`src/rtl/qspis_wb_bridge_pkg.sv`:
```
// Shared types and constants for the QSPI slave register path.
// The bridge FSM state, the default error read-back word and the
// request-type encoding used between the QSPI interface and the bridge.
package qspis_pkg;

    typedef enum logic [1:0] {
        IDLE    = 2'd0,
        BUS     = 2'd1,
        RESP    = 2'd2,
        RELEASE = 2'd3
    } bridge_state_t;

    localparam logic [31:0] ERR_DATA_DEFAULT = 32'hDEAD_BEEF;

    typedef enum logic [1:0] {
        REQ_NONE = 2'd0,
        REQ_WR   = 2'd1,
        REQ_RD   = 2'd2
    } req_type_t;

    // A write wins when upstream raises both request levels at once.
    function automatic req_type_t req_decode(input logic wr, input logic rd);
        if (wr) return REQ_WR;
        if (rd) return REQ_RD;
        return REQ_NONE;
    endfunction

endpackage

```
`src/rtl/qspis_wb_bridge.sv`:
```
// Register request to classic Wishbone master bridge.
// Each accepted level-held request becomes exactly one bus cycle, bounded
// by a saturating timeout. Errors and timeouts return ERR_DATA on reads and
// set a sticky flag plus the failing address.
module qspis_wb_bridge
    import qspis_pkg::*;
#(
    parameter int unsigned TIMEOUT  = 255,
    parameter int unsigned TO_W     = 8,
    parameter logic [31:0] ERR_DATA = ERR_DATA_DEFAULT
) (
    input  logic        sys_clk,
    input  logic        rst,
    input  logic        reg_wr,
    input  logic        reg_rd,
    input  logic [31:0] reg_addr,
    input  logic [3:0]  reg_be,
    input  logic [31:0] reg_wdata,
    output logic [31:0] reg_rdata,
    output logic        reg_ack,
    output logic        wbm_cyc_o,
    output logic        wbm_stb_o,
    output logic        wbm_we_o,
    output logic [31:0] wbm_adr_o,
    output logic [3:0]  wbm_sel_o,
    output logic [31:0] wbm_dat_o,
    input  logic [31:0] wbm_dat_i,
    input  logic        wbm_ack_i,
    input  logic        wbm_err_i,
    input  logic        err_clr,
    output logic        err_sticky,
    output logic [31:0] err_addr
);

    // Counter value at which the current bus cycle has used its full budget.
    localparam logic [TO_W-1:0] TO_LAST = TO_W'(TIMEOUT - 1);

    bridge_state_t   state;
    bridge_state_t   state_nxt;
    req_type_t       req_kind;
    logic [TO_W-1:0] to_cnt;
    logic            req_seen;
    logic            timed_out;
    logic            bus_err;
    logic            bus_done;
    logic            any_req;

    // Response decode and next-state selection.
    always_comb begin
        state_nxt = state;
        req_kind  = req_decode(reg_wr, reg_rd);
        timed_out = (to_cnt >= TO_LAST);
        bus_err   = wbm_err_i | (~wbm_ack_i & timed_out);
        bus_done  = wbm_ack_i | bus_err;
        // Upstream is still interested if it held a request in any BUS cycle.
        any_req   = req_seen | reg_wr | reg_rd;
        case (state)
            IDLE:    if (req_kind != REQ_NONE) state_nxt = BUS;
            BUS:     if (bus_done) state_nxt = any_req ? RESP : RELEASE;
            RESP:    state_nxt = RELEASE;
            RELEASE: if (!reg_wr && !reg_rd) state_nxt = IDLE;
            default: state_nxt = IDLE;
        endcase
    end

    // FSM state register.
    always_ff @(posedge sys_clk) begin
        if (rst) state <= IDLE;
        else     state <= state_nxt;
    end

    // Bus signals, timeout counter, response data and error status.
    always_ff @(posedge sys_clk) begin
        if (rst) begin
            wbm_cyc_o  <= 1'b0;
            wbm_stb_o  <= 1'b0;
            wbm_we_o   <= 1'b0;
            wbm_adr_o  <= '0;
            wbm_sel_o  <= '0;
            wbm_dat_o  <= '0;
            reg_ack    <= 1'b0;
            reg_rdata  <= '0;
            err_sticky <= 1'b0;
            err_addr   <= '0;
            to_cnt     <= '0;
            req_seen   <= 1'b0;
        end else begin
            reg_ack <= 1'b0;
            if (err_clr) err_sticky <= 1'b0;
            case (state)
                IDLE: begin
                    if (req_kind != REQ_NONE) begin
                        wbm_cyc_o <= 1'b1;
                        wbm_stb_o <= 1'b1;
                        wbm_we_o  <= (req_kind == REQ_WR);
                        wbm_adr_o <= reg_addr;
                        wbm_sel_o <= (req_kind == REQ_WR) ? reg_be : 4'hF;
                        wbm_dat_o <= reg_wdata;
                        to_cnt    <= '0;
                        req_seen  <= 1'b0;
                    end
                end
                BUS: begin
                    req_seen <= any_req;
                    if (bus_done) begin
                        wbm_cyc_o <= 1'b0;
                        wbm_stb_o <= 1'b0;
                        reg_ack   <= any_req;
                        if (!wbm_we_o) reg_rdata <= bus_err ? ERR_DATA : wbm_dat_i;
                        // Placed after the clear so a simultaneous error wins.
                        if (bus_err) begin
                            err_sticky <= 1'b1;
                            err_addr   <= wbm_adr_o;
                        end
                    end else if (to_cnt != '1) begin
                        to_cnt <= to_cnt + TO_W'(1);
                    end
                end
                default: ;
            endcase
        end
    end

endmodule

```
`config.mk`:
```
export PLATFORM = sky130hd
export DESIGN_NAME = qspis_wb_bridge
export DESIGN_NICKNAME = d
export VERILOG_FILES = /design/src/rtl/qspis_wb_bridge_pkg.sv /design/src/rtl/qspis_wb_bridge.sv
export SDC_FILE = /design/constraint.sdc
export NUM_CORES = 1
export LEC_CHECK = 0
export CAP_MARGIN = 0
export CORE_AREA = 2 2 115 117
export DETAILED_ROUTE_END_ITERATION = 6
export DIE_AREA = 0 0 117 119
export PLACE_DENSITY = 0.94
export SETUP_SLACK_MARGIN = 0.4
export SYNTH_ARGS = -nofsm -noshare
export SYNTH_HDL_FRONTEND = slang
export SYNTH_SLANG_ARGS = --single-unit
```
`constraint.sdc`:
```
create_clock -name sys_clk -period 4.5 [get_ports sys_clk]
set_input_delay 0.9 -clock sys_clk [delete_from_list [all_inputs] [get_ports sys_clk]]
set_output_delay 0.9 -clock sys_clk [all_outputs]
set_load 0.01 [all_outputs]
```
==> results_dict.tcl <==
set metrics [dict create \
    status "finished, final reports clean" \
    postCtsResizedCells 0 \
    final_cell_area_um2 8823 \
    cap_violations 0 \
    cp.required_ps 4760 \
    peakVddDrop_mv 0.3597 \
    via_per_inst 5.087 \
    end_kind "flip-flop" \
    postCtsSetupRepairBufs 0 \
    htree_levels 4 \
    drc 0 \
    r2r_slack_ps 1860 \
    min_path_type "flip-flop to flip-flop" \
    place_congestion 0.8537 \
    dieArea_um2 13920 \
    synthFlopType "dfxtp_1" \
    synth_edf_count 0 \
    finalCriticalPeriod_ps 2643 \
    cts.sinks 147 \
    core_um2 12870 \
    dp_hpwl_mm 11.11 \
    antenna_left 0 \
    crit_fanout 24 \
    antenna_found_initial 0 \
    skew_ps 10.62 \
    syn_area_per_cell_um2 8.143 \
    ys_seq_area_frac 0.5185 \
    synthCells 697 \
    die_y_um 119 \
    yosys_warnings 0 \
    first_pass_iters 4 \
    wirelength_mm 16.38 \
    path_clk_slew_ps 60 \
    clk_latency_ps 420 \
    setup_tns_ps 0 \
    rsz0062_at_grt "false" \
    area_growth_pct 55.47 \
    drv_slew 0 \
    setup_viol 0 \
    vias 5601 \
    drive_above_1_share 0.07135 \
    synth.ff_latch_count 147 \
    grt.overflow.total 0 \
    fillers 976 \
    clock_path_buffers 2 \
    cts_tree "built" \
    rows 42 \
    arrival_ps 2900 \
    dpl-instance-area_um2 8189 \
    port_buffers 243 \
    timing.fmax_mhz 378.3 \
    startpoint_type "flip-flop" \
    min_period_over_period 0.5874 \
    diodes 0 \
    cts_root_buf "clkbuf_16" \
    async_flop_share 0 \
    pwr_density_cell_nw_per_um2 561.3 \
    critical_path_class "flip-flop to flip-flop" \
    tightest_slew_ps 1045 \
    synth.distinct_cells 49 \
    drt_iter0_drc 347 \
    wire_per_inst_um 14.87 \
    grt_pass1_wl_mm 26.02 \
    p_leak_nw 3.195 \
    grt_usage 0.2353 \
    nets 1025 \
    grt_pass1_vias 5434 \
    die_x_um 117 \
    cts_hold_buf 0 \
    start_util 0.4408 \
    relSlewSlack 0.3033 \
    ios 244 \
    hold_viol_final 0 \
    numCtsBuffers 17 \
    grt_max_degree 90 \
    syn_nets 809 \
    netlist_area_um2 5675 \
]
-- cells by family (layout without fill, tap and decap cells) --
family | Yosys count | after routing | share of synthesized area
AO/OA/AOI/OAI | 175 | 175 | 0.1938
adder cells (fa/ha/maj) | 5 | 5 | 0.01102
buffers and inverters | 81 | 309 | 0.05974
flip-flops | 147 | 147 | 0.5185
multiplexers | 1 | 1 | 0.001764
AND/OR/NAND/NOR | 288 | 288 | 0.2152
-- sequential cells by signal, summed over array words and instances, names as in the netlist --
signal and count:
err_addr 32, err_sticky 1, reg_ack 1, reg_rdata 32
req_seen 1, state 2, to_cnt 8, wbm_adr_o 32
wbm_dat_o 32, wbm_sel_o 4, wbm_stb_o 1, wbm_we_o 1
-- synth_stat cells, types with 2 or more instances --
library cell	n	share of area
o21ai_0	18	0.016
nor3_1	5	0.0044
nand3_1	3	0.0026
nand2_1	208	0.14
nand3b_1	4	0.0053
o211ai_1	2	0.0026
a211oi_2	20	0.044
inv_1	28	0.019
nand4_1	3	0.0033
buf_6	3	0.0060
dfxtp_1	147	0.52
or2_1	2	0.0022
ha_1	5	0.011
or3_1	2	0.0022
and2_1	4	0.0044
o31ai_1	2	0.0026
a211oi_1	5	0.0066
nor3b_1	3	0.0040
clkbuf_1	39	0.026
nand2b_1	6	0.0066
buf_2	7	0.0062
a311oi_1	2	0.0031
nor2_1	36	0.024
buf_1	3	0.0020
a21oi_1	113	0.10
a41oi_1	3	0.0046
nor4b_1	2	0.0031
-- worst max-delay path, cell delays in order, from the launching register on --
cell and delay [ps]:
dfxtp_1 410, ha_1 630, nand2b_1 370, or3b_2 770, nor2_1 230, a211oi_2 60
-- path summary, 6_finish.rpt --
path                 startpoint       endpoint  cells past startpoint
hold / removal    wbm_dat_o[29]  wbm_dat_o[29]                      2
setup reg to reg       state[0]  reg_rdata[19]                      5
hold reg to reg   wbm_dat_o[29]  wbm_dat_o[29]                      2
setup / recovery       state[0]  reg_rdata[19]                      5
-- placed cells by master, fill, tap and decap left out, types with 3 or more instances in the layout --
cell type,instances
a211oi_1,5
a211oi_2,20
a21oi_1,113
and2_1,3
buf_4,6
bufinv_16,5
clkbuf_16,17
clkdlybuf4s50_1,242
clkinv_2,5
dfxtp_1,147
ha_1,5
inv_1,28
nand2_1,208
nand2b_1,6
nand3_1,3
nand3b_1,4
nand4_1,3
nor2_1,36
nor3_1,5
nor3b_1,3
o21ai_0,18
-- per-layer routing --
metal	global-route usage	wire length, um	vias to the layer above	share of wire
li1	-	-	2743	-
met1	0.2543	6184	2591	0.38
met2	0.4093	8247	227	0.50
met3	0.09415	1485	40	0.091
met4	0.08529	458	0	0.028
met5	0	0	-	0
-- through the flow --
stage / instances / hold WS, ps / power [mW] / util / setup WS, ps
floorplan: 697 / 450.2 / 2.640 / - / 2382
CTS: 1101 / 453.3 / 4.988 / 0.6853 / 1874
finish: 1101 / 452.3 / 4.953 / 0.6853 / 1857
detailed placement: 1070 / 445.7 / 3.447 / 0.6361 / 1508
global placement: 1070 / 439.7 / 3.400 / 0.6361 / 1569
global route: 1101 / 473.0 / 5.234 / 0.6853 / 1621
-- area by class of cell --
class / instances / area [um^2] / area share
clock buffer: 17 / 425.4 / 0.04821
clock inverter: 14 / 209.0 / 0.02368
sequential: 147 / 2943 / 0.3335
inverter: 28 / 105.1 / 0.01191
tap: 176 / 220.2 / 0.02496
timing repair buffer: 250 / 2507 / 0.2842
multi-input combinational: 469 / 2414 / 0.2735
-- power by group --
part / internal (mW) / switching, mW / total [mW] / leakage, nW
Clock: 0.978 / 0.546 / 1.52 / 0.313
Sequential: 1.57 / 0.155 / 1.72 / 1.20
Combinational: 0.803 / 0.900 / 1.70 / 1.68
No activity file was read; power rests on OpenSTA's default activity.
==> variant 1, RTL diff (same settings) <==
`TO_W`: 8 -> 12.
--- a/src/rtl/qspis_wb_bridge.sv
+++ b/src/rtl/qspis_wb_bridge.sv
@@ -8,3 +8,3 @@
     parameter int unsigned TIMEOUT  = 255,
-    parameter int unsigned TO_W     = 8,
+    parameter int unsigned TO_W     = 12,
     parameter logic [31:0] ERR_DATA = ERR_DATA_DEFAULT
Check against the original RTL: no difference found for any inputs over 4 cycles, from zero or initial values and one cycle with rst high; that may be too few to reach the edited logic, so the function may still have changed.
==> variant 1 against the unedited design <==
  * Maximum frequency down 9.8%
  * Setup slack worse by 0.29 ns
  * Count of clock-buffer cells in the layout up 3
  * Design area up 2.0%
  * Wire length up 10%
  * Synthesized cell count up 1.1%
  * Sequential cell count up 4
  * Synthesized area up 5.6%
  * Power up 0.88%
  * Via count up 6.0%
  * Sequential share of layout area up 0.24 points
  * Critical path depth up 1
  * Clock skew down 0.0032 ns
==> variant 1: results (changes against the unedited design) <==
PLACE
------------------------------------------------------------------------------
Routability Congestion ..........................................        0.855   +0.14%
HPWL reported at the end of detailed placement ..................    12,200 um   +9.9%

TIMING
------------------------------------------------------------------------------
Max Clock Skew ..................................................   0.00744 ns   -0.00318 ns
Smallest hold slack .............................................     0.453 ns   +0.00111 ns
Transition time of the tightest slew-check pin ..................      1.08 ns   +0.0311 ns

GLOBAL ROUTE
------------------------------------------------------------------------------
Met2 track demand over resource in global routing ...............        0.413   +0.00325
Global routing met1 resource utilization ........................        0.275   +0.0210
Number of global-route vias before repair .......................        5,782   +6.4%
First-pass GRT wire length ......................................    27,600 um   +6.3%

DRT
------------------------------------------------------------------------------
Wire per inst ...................................................      16.3 um   +9.9%
Wire length on met1 .............................................      6980 um   +13%
Met2 WL .........................................................      8610 um   +4.4%
Routed wire length on met3 ......................................      1750 um   +18%
Ratio of routed vias to standard cells ..........................         5.37   +5.5%
First-pass iteration count of the detailed router ...............            5   +1

MIN PATH
------------------------------------------------------------------------------
Worst Min Path Start ............................................ wbm_dat_o[13]$_SDFFE_PP0P_
Hold worst-path end ............................................. wbm_dat_o[13]$_SDFFE_PP0P_

SYNTH
------------------------------------------------------------------------------
Leading post-synthesis cells by instance count .................. 151 x sky130_fd_sc_hd__dfxtp_1, 137 x sky130_fd_sc_hd__nand2_1, 104 x sky130_fd_sc_hd__a21oi_1, 40 x sky130_fd_sc_hd__clkbuf_1, 39 x sky130_fd_sc_hd__inv_1
Synthesized-area fraction occupied by ao, oa, aoi and oai cells .        0.219   +0.0250
Syn avg cell area ...............................................    8.50 um^2   +4.4%
Adder-cell share of the synthesized area ........................       0.0104   -0.000587

PWR
------------------------------------------------------------------------------
Net load switching power ........................................      1.68 mW   +4.8%
Cell Pwr Density ................................................  555 mW/mm^2   -1.1%
Clock network power share .......................................        0.302   -0.006
Leakage dissipation .............................................      3.22 nW   +0.73%

STATUS
------------------------------------------------------------------------------
Run status ......................................................    completed

WORST SETUP PATH
------------------------------------------------------------------------------
Arrival time of data at the critical path endpoint ..............      3.18 ns   +0.28 ns
Slack of the worst reg-to-reg path ..............................      1.57 ns   -0.29 ns
Worst flop-to-flop path endpoint ................................ reg_rdata[31]$_SDFFE_PP0P_
R2r startpoint .................................................. state[1]$_SDFFE_PP0P_

LAYOUT
------------------------------------------------------------------------------
Total number of nets in the final design ........................        1,029   +0.39%
Fraction of layout instances using a drive strength above 1 .....       0.0742   +0.00284
Proportion of final cell area spent on non-clock buffers ........        0.277   -0.00748

variant 1: cell count changes after synthesis, moves of 4 or more:
cell,unedited run,this run
sky130_fd_sc_hd__o32ai_1,0,8
sky130_fd_sc_hd__a21oi_1,113,104
sky130_fd_sc_hd__nand2b_1,6,12
sky130_fd_sc_hd__nand2_1,208,137
sky130_fd_sc_hd__clkbuf_8,0,5
sky130_fd_sc_hd__nand3_1,3,37
sky130_fd_sc_hd__o21ai_0,18,38
sky130_fd_sc_hd__dfxtp_1,147,151
sky130_fd_sc_hd__inv_1,28,39
variant 1: logic make-up after synthesis:
logic type,after synthesis
and+or+nand+nor,244
AOI/OAI and AO/OA,205
DFF,151
buffers and inverters,98
adders and majority gates,5
muxes,2
variant 1: tightest hold or removal path: cells and delay by family (launching register included):
| kind | cells | cell delay [ns] |
|---|---|---|
| compound gates | 1 | 0.05 |
| flops | 1 | 0.30 |
| simple gates | 1 | 0.05 |
==> variant 2, RTL diff (config.mk and constraints unchanged) <==
Without the edit above. Re-encode `bridge_state_t` (4 states) as one-hot, 4 bits wide.
--- a/src/rtl/qspis_wb_bridge_pkg.sv
+++ b/src/rtl/qspis_wb_bridge_pkg.sv
@@ -5,7 +5,7 @@
 
-    typedef enum logic [1:0] {
-        IDLE    = 2'd0,
-        BUS     = 2'd1,
-        RESP    = 2'd2,
-        RELEASE = 2'd3
+    typedef enum logic [3:0] {
+        IDLE    = 4'b0001,
+        BUS     = 4'b0010,
+        RESP    = 4'b0100,
+        RELEASE = 4'b1000
     } bridge_state_t;
Formal check against the unedited RTL: same outputs for any inputs over 4 cycles, from zero or initial values and one cycle with rst high; so few cycles prove little.
==> variant 2 against the unedited design <==
  * Synthesized area is 4.1% lower
  * Cell count shrank 1.3%
  * Critical path type unchanged
  * Wire length decreased by 0.75%
  * Setup slack worse by 0.030 ns
  * Design area shrank 3.0%
  * Highest routed layer unchanged
  * Sequential cell count is 2 higher
Power is not compared: it rests on default switching activity, and its combinational part moved more than twofold at a synthesized area within 25%.
==> variant 2: results (changes against the unedited design) <==
STATUS
------------------------------------------------------------------------------
Run status ......................................................    completed

SYNTH
------------------------------------------------------------------------------
Dominant cells by area after synthesis .......................... sky130_fd_sc_hd__dfxtp_1 55%, sky130_fd_sc_hd__nand2_1 14%, sky130_fd_sc_hd__a21oi_1 9.7%
Leading post-synthesis cells by instance count .................. 196 x sky130_fd_sc_hd__nand2_1, 149 x sky130_fd_sc_hd__dfxtp_1, 106 x sky130_fd_sc_hd__a21oi_1, 76 x sky130_fd_sc_hd__nor2_1, 38 x sky130_fd_sc_hd__clkbuf_1
Adder-cell share of the synthesized area ........................      0.00460   -0.00643
Portion of the post-synthesis area used by sequential elements ..        0.548   +0.0293
Post-synthesis net count ........................................          786   -2.8%
Number of library cell types mapped by synthesis ................           40   -18%
Synthesized-area fraction occupied by ao, oa, aoi and oai cells .        0.142   -0.0515
Portion of netlist area occupied by mux cells ...................      0.00574   +0.00398

WORST SETUP PATH
------------------------------------------------------------------------------
R2r startpoint .................................................. state[2]$_SDFFE_PP0P_
Slack of the worst reg-to-reg path ..............................      1.83 ns   -0.03 ns
Slowest-stage cell, CP .......................................... sky130_fd_sc_hd__or4b_1
Delay of the slowest cell on the worst path .....................      0.79 ns   +0.02 ns

TIMING
------------------------------------------------------------------------------
Max Clock Skew ..................................................    0.0148 ns   +0.00417 ns
Slew margin rel. ................................................        0.307   +0.00393

DRT
------------------------------------------------------------------------------
Ratio of routed vias to standard cells ..........................         5.06   -0.56%
Detailed Route WL ...............................................    16,300 um   -0.75%
First-pass iteration count of the detailed router ...............            5   +1
Iteration-0 DRC Markers .........................................          363   +4.6%

LAYOUT
------------------------------------------------------------------------------
Fraction of layout instances using a drive strength above 1 .....       0.0516   -0.0198
Total number of nets in the final design ........................        1,008   -1.7%

CTS
------------------------------------------------------------------------------
Number of buffers inserted by post-CTS setup repair .............            0   unchanged
Clock Tree Buf Depth ............................................            2   unchanged

GLOBAL ROUTE
------------------------------------------------------------------------------
Pin count of the biggest net entering global routing ............           70   -22%
First-pass GRT wire length ......................................    25,500 um   -2.1%
Gr usage total ..................................................        0.232   -0.00315

MIN PATH
------------------------------------------------------------------------------
Worst hold-check path type ...................................... flip-flop to flip-flop

PLACE
------------------------------------------------------------------------------
Placed cell area ................................................ 0.00797 mm^2   -2.7%
HPWL reported at the end of detailed placement ..................    11,200 um   +0.49%
Routability Congestion ..........................................        0.810   -5.2%

[variant 2: power by group]
group,switching [mW],internal (mW),total [mW]
clock network,0.539,0.870,1.41
registers,0.0723,1.42,1.50
logic,0.341,0.344,0.685
[variant 2: metrics by stage]
stage                     power (mW)  cells   util  worst slack (ns)  hold slack (ns)
after floorplan                 1.83    677      -              2.16            0.447
after global placement          2.19   1056  0.619              1.69            0.440
after detailed placement        2.21   1056  0.619              1.60            0.445
after CTS                       3.62   1087  0.665              1.81            0.453
after global routing            3.74   1087  0.665              1.54            0.464
final                           3.59   1087  0.665              1.83            0.451
[variant 2: worst min path at each step]
| stage | endpoint | cells after the start | from | slack (ns) |
|---|---|---|---|---|
| global route | wbm_dat_o[24]$_SDFFE_PP0P_ | 2 | wbm_dat_o[24]$_SDFFE_PP0P_ | 0.46 |
| floorplan | to_cnt[7]$_SDFFE_PP0P_ | 1 | to_cnt[7]$_SDFFE_PP0P_ | 0.45 |
| global placement | wbm_dat_o[17]$_SDFFE_PP0P_ | 2 | wbm_dat_o[17]$_SDFFE_PP0P_ | 0.44 |
| finish | err_addr[13]$_SDFFE_PP0P_ | 2 | err_addr[13]$_SDFFE_PP0P_ | 0.45 |
| detailed placement | err_addr[24]$_SDFFE_PP0P_ | 2 | err_addr[24]$_SDFFE_PP0P_ | 0.45 |
| CTS | err_addr[24]$_SDFFE_PP0P_ | 2 | err_addr[24]$_SDFFE_PP0P_ | 0.45 |
[variant 2: worst reg2reg max path, cell delays in order (launching register included)]
cell	delay, ns
sky130_fd_sc_hd__dfxtp_1	0.41
sky130_fd_sc_hd__or4b_1	0.79
sky130_fd_sc_hd__nor2_1	0.26
sky130_fd_sc_hd__nand3b_1	0.65
sky130_fd_sc_hd__nor2_1	0.34
sky130_fd_sc_hd__nor3_1	0.08
[variant 2: logic make-up after synthesis]
| kind of cell | Yosys count |
|---|---|
| adders and majority gates | 2 |
| DFF | 149 |
| muxes | 3 |
| buffers and inverters | 50 |
| AOI/OAI and AO/OA | 139 |
| and+or+nand+nor | 334 |
[variant 2: layer usage]
metal,vias to the layer above,track usage,part of all wire,wire [um]
met5,-,0,0,0
met4,0,0.0934,0.020,331
met3,29,0.0845,0.095,1550
met2,239,0.406,0.50,8130
met1,2543,0.251,0.38,6240
li1,2688,-,-,-
[variant 2: final cells by class]
cell class | count | area [um^2] | area share
Multi-Input combinational cell | 478 | 2270 | 0.265
Inverter | 2 | 7.51 | 0.000877
Clock buffer | 19 | 433 | 0.0506
Timing Repair Buffer | 251 | 2490 | 0.291
Tap cell | 176 | 220 | 0.0257
Clock inverter | 12 | 154 | 0.0180
Sequential cell | 149 | 2980 | 0.349
